==> src/rtl/fact_accel_if.sv <==
// Bus-side register port of the factorial accelerator: write enable,
// word select, write data and the combinational read-back path.
interface fact_accel_if #(
  parameter int WIDTH = 32
);
  logic             we;
  logic [1:0]       a;
  logic [WIDTH-1:0] wd;
  logic [WIDTH-1:0] rd;

  modport master (output we, output a, output wd, input rd);
  modport slave  (input we, input a, input wd, output rd);
endinterface

==> src/rtl/fact_accel.sv <==
// Memory-mapped iterative factorial accelerator, one multiply per cycle.
// Optional FACT_IRQ_EN adds a one-cycle completion irq and sticky STATUS bit 2.
module fact_accel #(
  parameter int WIDTH = 32,
  parameter int NMAX  = 12
) (
  input  logic         clk,
  input  logic         rst,
  fact_accel_if.slave  bus
`ifdef FACT_IRQ_EN
  ,
  output logic         irq
`endif
);

  typedef enum logic [1:0] {IDLE, LOAD, MULT, DONE} state_t;

  localparam logic [3:0] NMAX_N = 4'(NMAX);

  state_t           state_reg, state_next;
  logic [3:0]       n_reg, n_next;
  logic [3:0]       cnt_reg, cnt_next;
  logic [WIDTH-1:0] product_reg, product_next;
  logic             done_reg, done_next;
  logic             err_reg, err_next;
  logic             busy;
  logic             go_write;
  logic             n_write;
  logic             irq_flag_bit;
  logic             unused_wd;

  assign unused_wd = ^bus.wd[WIDTH-1:4];
  assign busy      = (state_reg == LOAD) || (state_reg == MULT);
  assign go_write  = bus.we && (bus.a == 2'd1) && bus.wd[0];
  assign n_write   = bus.we && (bus.a == 2'd0);

`ifdef FACT_IRQ_EN
  logic irq_reg, irq_next;
  logic irq_flag_reg, irq_flag_next;
  assign irq          = irq_reg;
  assign irq_flag_bit = irq_flag_reg;
`else
  assign irq_flag_bit = 1'b0;
`endif

  always_comb begin
    state_next   = state_reg;
    n_next       = n_reg;
    cnt_next     = cnt_reg;
    product_next = product_reg;
    done_next    = done_reg;
    err_next     = err_reg;
`ifdef FACT_IRQ_EN
    irq_flag_next = irq_flag_reg;
`endif
    case (state_reg)
      IDLE, DONE: begin
        if (n_write) begin
          n_next = bus.wd[3:0];
        end
        if (go_write) begin
          done_next  = 1'b0;
          err_next   = 1'b0;
          state_next = LOAD;
`ifdef FACT_IRQ_EN
          irq_flag_next = 1'b0;
`endif
        end
      end
      LOAD: begin
        product_next = {{(WIDTH-1){1'b0}}, 1'b1};
        cnt_next     = n_reg;
        if (n_reg > NMAX_N) begin
          err_next   = 1'b1;
          done_next  = 1'b1;
          state_next = DONE;
        end else begin
          state_next = MULT;
        end
      end
      MULT: begin
        // Counts down from n so the final product needs no extra fix-up cycle.
        if (cnt_reg > 4'd1) begin
          product_next = product_reg * WIDTH'(cnt_reg);
          cnt_next     = cnt_reg - 4'd1;
        end else begin
          done_next  = 1'b1;
          state_next = DONE;
        end
      end
      default: state_next = IDLE;
    endcase
`ifdef FACT_IRQ_EN
    irq_next = (state_next == DONE) && (state_reg != DONE);
    if (irq_next) begin
      irq_flag_next = 1'b1;
    end
`endif
  end

  always_ff @(posedge clk) begin
    if (rst) begin
      state_reg   <= IDLE;
      n_reg       <= '0;
      cnt_reg     <= '0;
      product_reg <= '0;
      done_reg    <= 1'b0;
      err_reg     <= 1'b0;
`ifdef FACT_IRQ_EN
      irq_reg      <= 1'b0;
      irq_flag_reg <= 1'b0;
`endif
    end else begin
      state_reg   <= state_next;
      n_reg       <= n_next;
      cnt_reg     <= cnt_next;
      product_reg <= product_next;
      done_reg    <= done_next;
      err_reg     <= err_next;
`ifdef FACT_IRQ_EN
      irq_reg      <= irq_next;
      irq_flag_reg <= irq_flag_next;
`endif
    end
  end

  always_comb begin
    bus.rd = '0;
    case (bus.a)
      2'd0:    bus.rd = WIDTH'(n_reg);
      2'd1:    bus.rd = WIDTH'(busy);
      2'd2:    bus.rd = WIDTH'({irq_flag_bit, err_reg, done_reg});
      default: bus.rd = product_reg;
    endcase
  end

endmodule

==> src/flat_wrapper.sv <==
// flat-port wrapper written by rule: the top's interface ports become plain ports
module fact_accel_flat 
#(
  parameter int WIDTH = 32,
  parameter int NMAX  = 12
)
  (clk, rst, bus_we, bus_a, bus_wd, bus_rd);
  fact_accel_if #(.WIDTH(WIDTH)) bus_i ();
  input  logic clk;
  input  logic rst;
  input wire logic [$bits(bus_i.we)-1:0] bus_we;
  input wire logic [$bits(bus_i.a)-1:0] bus_a;
  input wire logic [$bits(bus_i.wd)-1:0] bus_wd;
  output wire logic [$bits(bus_i.rd)-1:0] bus_rd;
  assign bus_i.we = bus_we;
  assign bus_i.a = bus_a;
  assign bus_i.wd = bus_wd;
  assign bus_rd = bus_i.rd;
  fact_accel #(.WIDTH(WIDTH), .NMAX(NMAX)) u_core (.clk(clk), .rst(rst), .bus(bus_i));
endmodule
==> config.mk <==
export PLATFORM = sky130hd
export DESIGN_NAME = fact_accel_flat
export DESIGN_NICKNAME = d
export VERILOG_FILES = /design/src/rtl/fact_accel_if.sv /design/src/rtl/fact_accel.sv /design/src/flat_wrapper.sv
export SDC_FILE = /design/constraint.sdc
export NUM_CORES = 1
export LEC_CHECK = 0
export ABC_CLOCK_PERIOD_IN_PS = 11400
export CORE_MARGIN = 3
export CORE_UTILIZATION = 63
export DETAILED_ROUTE_END_ITERATION = 8
export MAX_ROUTING_LAYER = met4
export PLACE_DENSITY = 0.95
export SETUP_SLACK_MARGIN = 0.3
export SYNTH_ARGS = -nofsm -noshare
export SYNTH_HDL_FRONTEND = slang
export SYNTH_SLANG_ARGS = --single-unit
==> constraint.sdc <==
create_clock -name clk -period 11.4 [get_ports clk]
set_input_delay 1.14 -clock clk [delete_from_list [all_inputs] [get_ports clk]]
set_output_delay 1.14 -clock clk [all_outputs]
set_load 0.02 [all_outputs]
## Word level (Yosys, flattened, before mapping)

Index checks and enable logic that the tools add are counted.

| storage, ports and cells | value |
|---|---|
| register bits | 44 |
| input port bits | 37 |
| logic and storage cells | 47 |

| cells by class | value |
|---|---|
| add/sub/neg operators | 1 |
| $mul | 1 |
| $lt $le $gt $ge | 2 |
| equality and inequality tests | 9 |
| mux-type cells | 14 |
| reduce and logical (&&, ||, !) cells | 14 |

Operators by type and width:

| cell | count |
|---|---|
| 32-bit case mux with 3 select lines | 1 |
| 32-bit case mux with 2 select lines | 1 |
| 32-bit by 4-bit multiplier with 32-bit output | 1 |
| 32-bit 2-to-1 mux | 1 |
| 4-bit case mux with 2 select lines | 1 |
| 2-bit equality test, second input constant | 3 |
| 2-bit inequality test, second input constant | 3 |
| 2-bit case mux with 3 select lines | 1 |
| 2-bit AND reduction | 3 |
| 3-bit AND reduction | 2 |
| 2-bit by 1-bit equality test with 1-bit output, second input constant | 2 |
| 4-bit by 1-bit greater-than comparator with 1-bit output, second input constant | 1 |
| 4-bit greater-than comparator, second input constant | 1 |
| 2-bit zero test | 2 |
| 1-bit 2-to-1 mux | 4 |
| 2-bit 2-to-1 mux | 2 |
| 4-bit 2-to-1 mux | 1 |
| 2-bit nonzero test | 2 |
| 4-bit by 1-bit subtractor with 4-bit output, second input constant | 1 |
| 1-bit logical AND | 3 |
| 1-bit case mux with 3 select lines | 1 |
| 2-bit by 1-bit inequality test with 1-bit output, second input constant | 1 |
| 1-bit case mux with 2 select lines | 1 |
| 2-bit OR reduction | 1 |
| 1-bit logical OR | 1 |

## Logic depth before layout (Yosys ltp)

| logic depth | value |
|---|---|
| depth in word-level cells | 5 |
| depth in mapped cells | 16 |
| gate-level depth less buffers | 13 |

## Least setup slack after synthesis

OpenSTA, ideal clock, no wires.

| timing | value |
|---|---|
| kind | reg-to-reg |
| start | reg u_core.cnt_reg[2] |
| end | reg u_core.product_reg[30] |
| library setup time | 125 ps |
| data arrival time | 3,797 ps |
| data required time | 11,275 ps |
| slack | 7,478 ps |
| stages on the path, launching flop included | 15 |
| path buffers | 2 |
| clock period less this slack | 3,922 ps |
| cell sequence | dfxtp_1 > clkbuf_1 > clkbuf_1 > nand2_1 > fa_1 > fa_1 > inv_1 > fa_1 > a21o_1 > a221oi_1 > a2bb2oi_2 > a2111oi_2 > a41oi_1 > xor2_1 > o21ai_1 |

| between the ends | value |
|---|---|
| longest elaborated chain between the ends | 3 |
| elaborated cells between the ends (all ways) | 6 |
| those cells by class | mul: 1; order compare: 1; eq/ne: 1; mux: 2; reduce/logical: 1 |

Ends and longest elaborated chain:

| element | RTL line | text |
|---|---|---|
| start: declaration | fact_accel.sv:22 | `logic [3:0] cnt_reg, cnt_next;` |
| start signal: assignment | fact_accel.sv:116 | `cnt_reg <= cnt_next;` |
| 32-bit by 4-bit multiplier with 32-bit output or 4-bit by 1-bit greater-than comparator with 1-bit output (tied branches) | fact_accel.sv:84, fact_accel.sv:83 |  |
| 32-bit 2-to-1 mux or 2-bit inequality test (tied branches) | - |  |
| 32-bit case mux with 2 select lines or 2-bit AND reduction (tied branches) | - |  |
| end signal: assignment | fact_accel.sv:117 | `product_reg <= product_next;` |
| end: declaration | fact_accel.sv:23 | `logic [WIDTH-1:0] product_reg, product_next;` |

Several ways; a longest one is shown, not always the timed one. The select of a mux whose other input is x is not followed.
A chain may end at the register's enable or synchronous reset.

## Worst setup path after layout

| timing | value |
|---|---|
| start | reg u_core.cnt_reg[3] |
| end | reg u_core.product_reg[24] |

Same word-level chain as after synthesis.

==> results.sh <==
export IMPL_path_clk_slew_ns=0.09
export IMPL_largest_reg_flops=32
export IMPL_track_usage=0.305
export IMPL_worst_setup_path_type="reg2reg"
export IMPL_drt_iter0_drc=368
export IMPL_end_kind="flop"
export IMPL_antenna_found_initial=0
export IMPL_synth_fa_ha_area_frac=0.274
export IMPL_finalCritPeriodShare=0.428
export IMPL_period_needed_ns=4.88
export IMPL_syn_area_per_cell_um2=7.69
export IMPL_row_count=34
export IMPL_p_leak_nw=3.06
export IMPL_hold_viol=0
export IMPL_fill_cells=715
export IMPL_grt_overflow=0
export IMPL_cts_max_path_buffers=2
export IMPL_cts_hold_buf=0
export IMPL_die_h_um=102
export IMPL_drc_errors=0
export IMPL_ios=69
export IMPL_skew_ns=0.00627
export IMPL_tightest_slew_ns=1.21
export IMPL_power_density_nw_per_um2=63.0
export IMPL_dpl_worst_slack_ns=6.59
export IMPL_instances_no_fill=880
export IMPL_design_area_um2=6360
export IMPL_place_area_um2=6250
export IMPL_fin_nets=901
export IMPL_cts_max_level=2
export IMPL_rsz0062_at_grt="no"
export IMPL_syn_inst=754
export IMPL_synth_top_family_by_area="adder cells"
export IMPL_cts_sinks=44
export IMPL_setup_viol_count_final=0
export IMPL_syn2layout_area_growth_pct=9.68
export IMPL_synth_async_sr_flop_share=0
export IMPL_portBuffers=40
export IMPL_clock_latency_ns=0.30
export IMPL_synth_xor_area_share=0.0423
export IMPL_hp_class="reg2reg"
export IMPL_max_slew_margin=0.191
export IMPL_status="finished clean"
export IMPL_syn_area_um2=5800
export IMPL_ir_drop_v=0.0000543
export IMPL_tritoncts="done"
export IMPL_cp_arrival_ns=5.05
export IMPL_cts_buffers=5
export IMPL_synth_seq_cells=44
export IMPL_tns_ns=0
export IMPL_synthMuxAreaShare=0.0125
export IMPL_critPathMaxFanout=33
export IMPL_dpl_hpwl_um=11100
export IMPL_drt_first_pass_iters=5
export IMPL_holdWs_ns=0.514
export IMPL_setup_ws_ns=6.52
export IMPL_clockRootBuffer="clkbuf_8"
export IMPL_cap_viol_max_count=0
export IMPL_slew_violations=0
export IMPL_fp_dieArea_um2=10400
export IMPL_cts_repair_resized=0
export IMPL_critPathRequiredTime_ns=11.57
export IMPL_grt_pass1_wl_um=25200
export IMPL_synth_nets=884
export IMPL_cp_start_kind="flop"
export IMPL_viasPerCell=6.11
export IMPL_die_width_um=102
export IMPL_synth_edf_count=0
export IMPL_final_antenna_net_count=0
export IMPL_place_congestion=0.934
export IMPL_drive_gt1_frac=0.0272
export IMPL_dp_cells=872
export IMPL_fmax_mhz=205
export IMPL_diodes=0
export IMPL_ys_types=57
export IMPL_synth_compound_area_frac=0.165
export IMPL_drt_wl_total_um=14900
export IMPL_core_area_um2=8850
export IMPL_postCtsSetupBuffers=0
export IMPL_synth_top_flop_cell="dfxtp_1"
export IMPL_vias=5375
export IMPL_grt_pass1_vias=5528
export IMPL_post_drt_wl_per_cell_um=16.9
export IMPL_seq_area_frac_synth=0.152
export IMPL_initial_core_util=0.656
export IMPL_synth_yosys_warnings=0
export IMPL_yosys_area_share_simple=0.256
export IMPL_grt_max_degree=37
## path summary, 6_finish.rpt
| check | start | end | slack [ns] | cells after the start |
|---|---|---|---|---|
| hold reg to reg | u_core.product_reg[29]$_SDFFE_PP0P_ | u_core.product_reg[29]$_SDFFE_PP0P_ | 0.51 | 2 |
| setup reg to reg | u_core.cnt_reg[3]$_SDFFE_PP0P_ | u_core.product_reg[24]$_SDFFE_PP0P_ | 6.52 | 12 |
| hold / removal | u_core.product_reg[29]$_SDFFE_PP0P_ | u_core.product_reg[29]$_SDFFE_PP0P_ | 0.51 | 2 |
| setup / recovery | u_core.cnt_reg[3]$_SDFFE_PP0P_ | u_core.product_reg[24]$_SDFFE_PP0P_ | 6.52 | 12 |
## power breakdown
part	leakage [nW]	internal [mW]	switching, mW	total (mW)
clock	0.0583	0.0661	0.0610	0.127
sequential	0.355	0.162	0.0121	0.174
combinational	2.64	0.0338	0.0663	0.100
## routing by layer
metal  global-route usage  up-vias  routed length, um
met5                    -        -                  0
met4                0.111        0                480
met3               0.0259       50                811
met2                0.528      219               7570
met1                0.371     2609               6020
li1                     -     2497                  -
## cell usage after synthesis, types with 5 or more instances
library cell,number,share of area
inv_1,117,0.076
and2_1,91,0.098
nand2_1,87,0.056
fa_1,57,0.20
a21oi_1,44,0.038
dfxtp_1,44,0.15
ha_1,36,0.078
clkbuf_1,34,0.022
and3_1,33,0.036
o21ai_0,32,0.028
nor2_1,31,0.020
xor2_1,15,0.023
nand3_1,14,0.012
xnor2_1,13,0.020
a21o_1,9,0.012
o21a_1,7,0.0091
a31oi_1,6,0.0065
nor3_1,6,0.0052
mux2i_1,5,0.0086
nor2b_1,5,0.0054
## stage by stage
step                power (mW)   util
finish                   0.401  0.719
CTS                      0.399  0.719
global route             0.416  0.719
detailed placement       0.274  0.706
floorplan                0.241      -
global placement         0.266  0.706
## cell families (layout without fill, tap and decap cells)
kind of cell | count (synthesis) | count (layout)
buffers and inverters | 152 | 170
adder cells (fa/ha/maj) | 93 | 93
AND/OR/NAND/NOR | 285 | 285
flip-flops | 44 | 44
multiplexers | 6 | 6
XOR/XNOR | 28 | 28
AO/OA/AOI/OAI | 146 | 146
## cell type report
class / instances / area [um^2] / share of cell area
sequential: 44 / 881 / 0.138
tap: 108 / 135 / 0.0212
multi-input combinational: 558 / 4350 / 0.684
clock inverter: 3 / 47.5 / 0.00747
clock buffer: 5 / 68.8 / 0.0108
inverter: 117 / 439 / 0.0690
timing repair buffer: 45 / 438 / 0.0688
## placed cells by master (no fill, tap or decap), drive strengths merged, types with 4 or more instances in the layout
cell	instances
and2	91
o31ai	4
clkbuf	5
a21oi	44
inv	117
xnor2	13
a21o	9
fa	57
ha	36
a31oi	6
and3	33
a221oi	4
a22oi	4
mux2i	5
nor3	7
buf	5
clkdlybuf4s50	40
nand3	14
nor2	31
o21ai	34
xor2	15
a211oi	4
nand4	4
nor2b	5
nand2	87
o21a	7
or3	4
dfxtp	44
## worst max-delay path, cell delays in order, from the launching register on
cell and delay, ns:
dfxtp_1 1.04, nand2_1 0.21, fa_1 0.55, fa_1 0.55
inv_1 0.08, fa_1 0.47, a21o_1 0.20, a221oi_1 0.64
a2bb2oi_2 0.29, o21a_1 0.26, o21ai_0 0.16, xnor2_1 0.20
o21ai_0 0.10
Power figures use the tool's default switching activity.
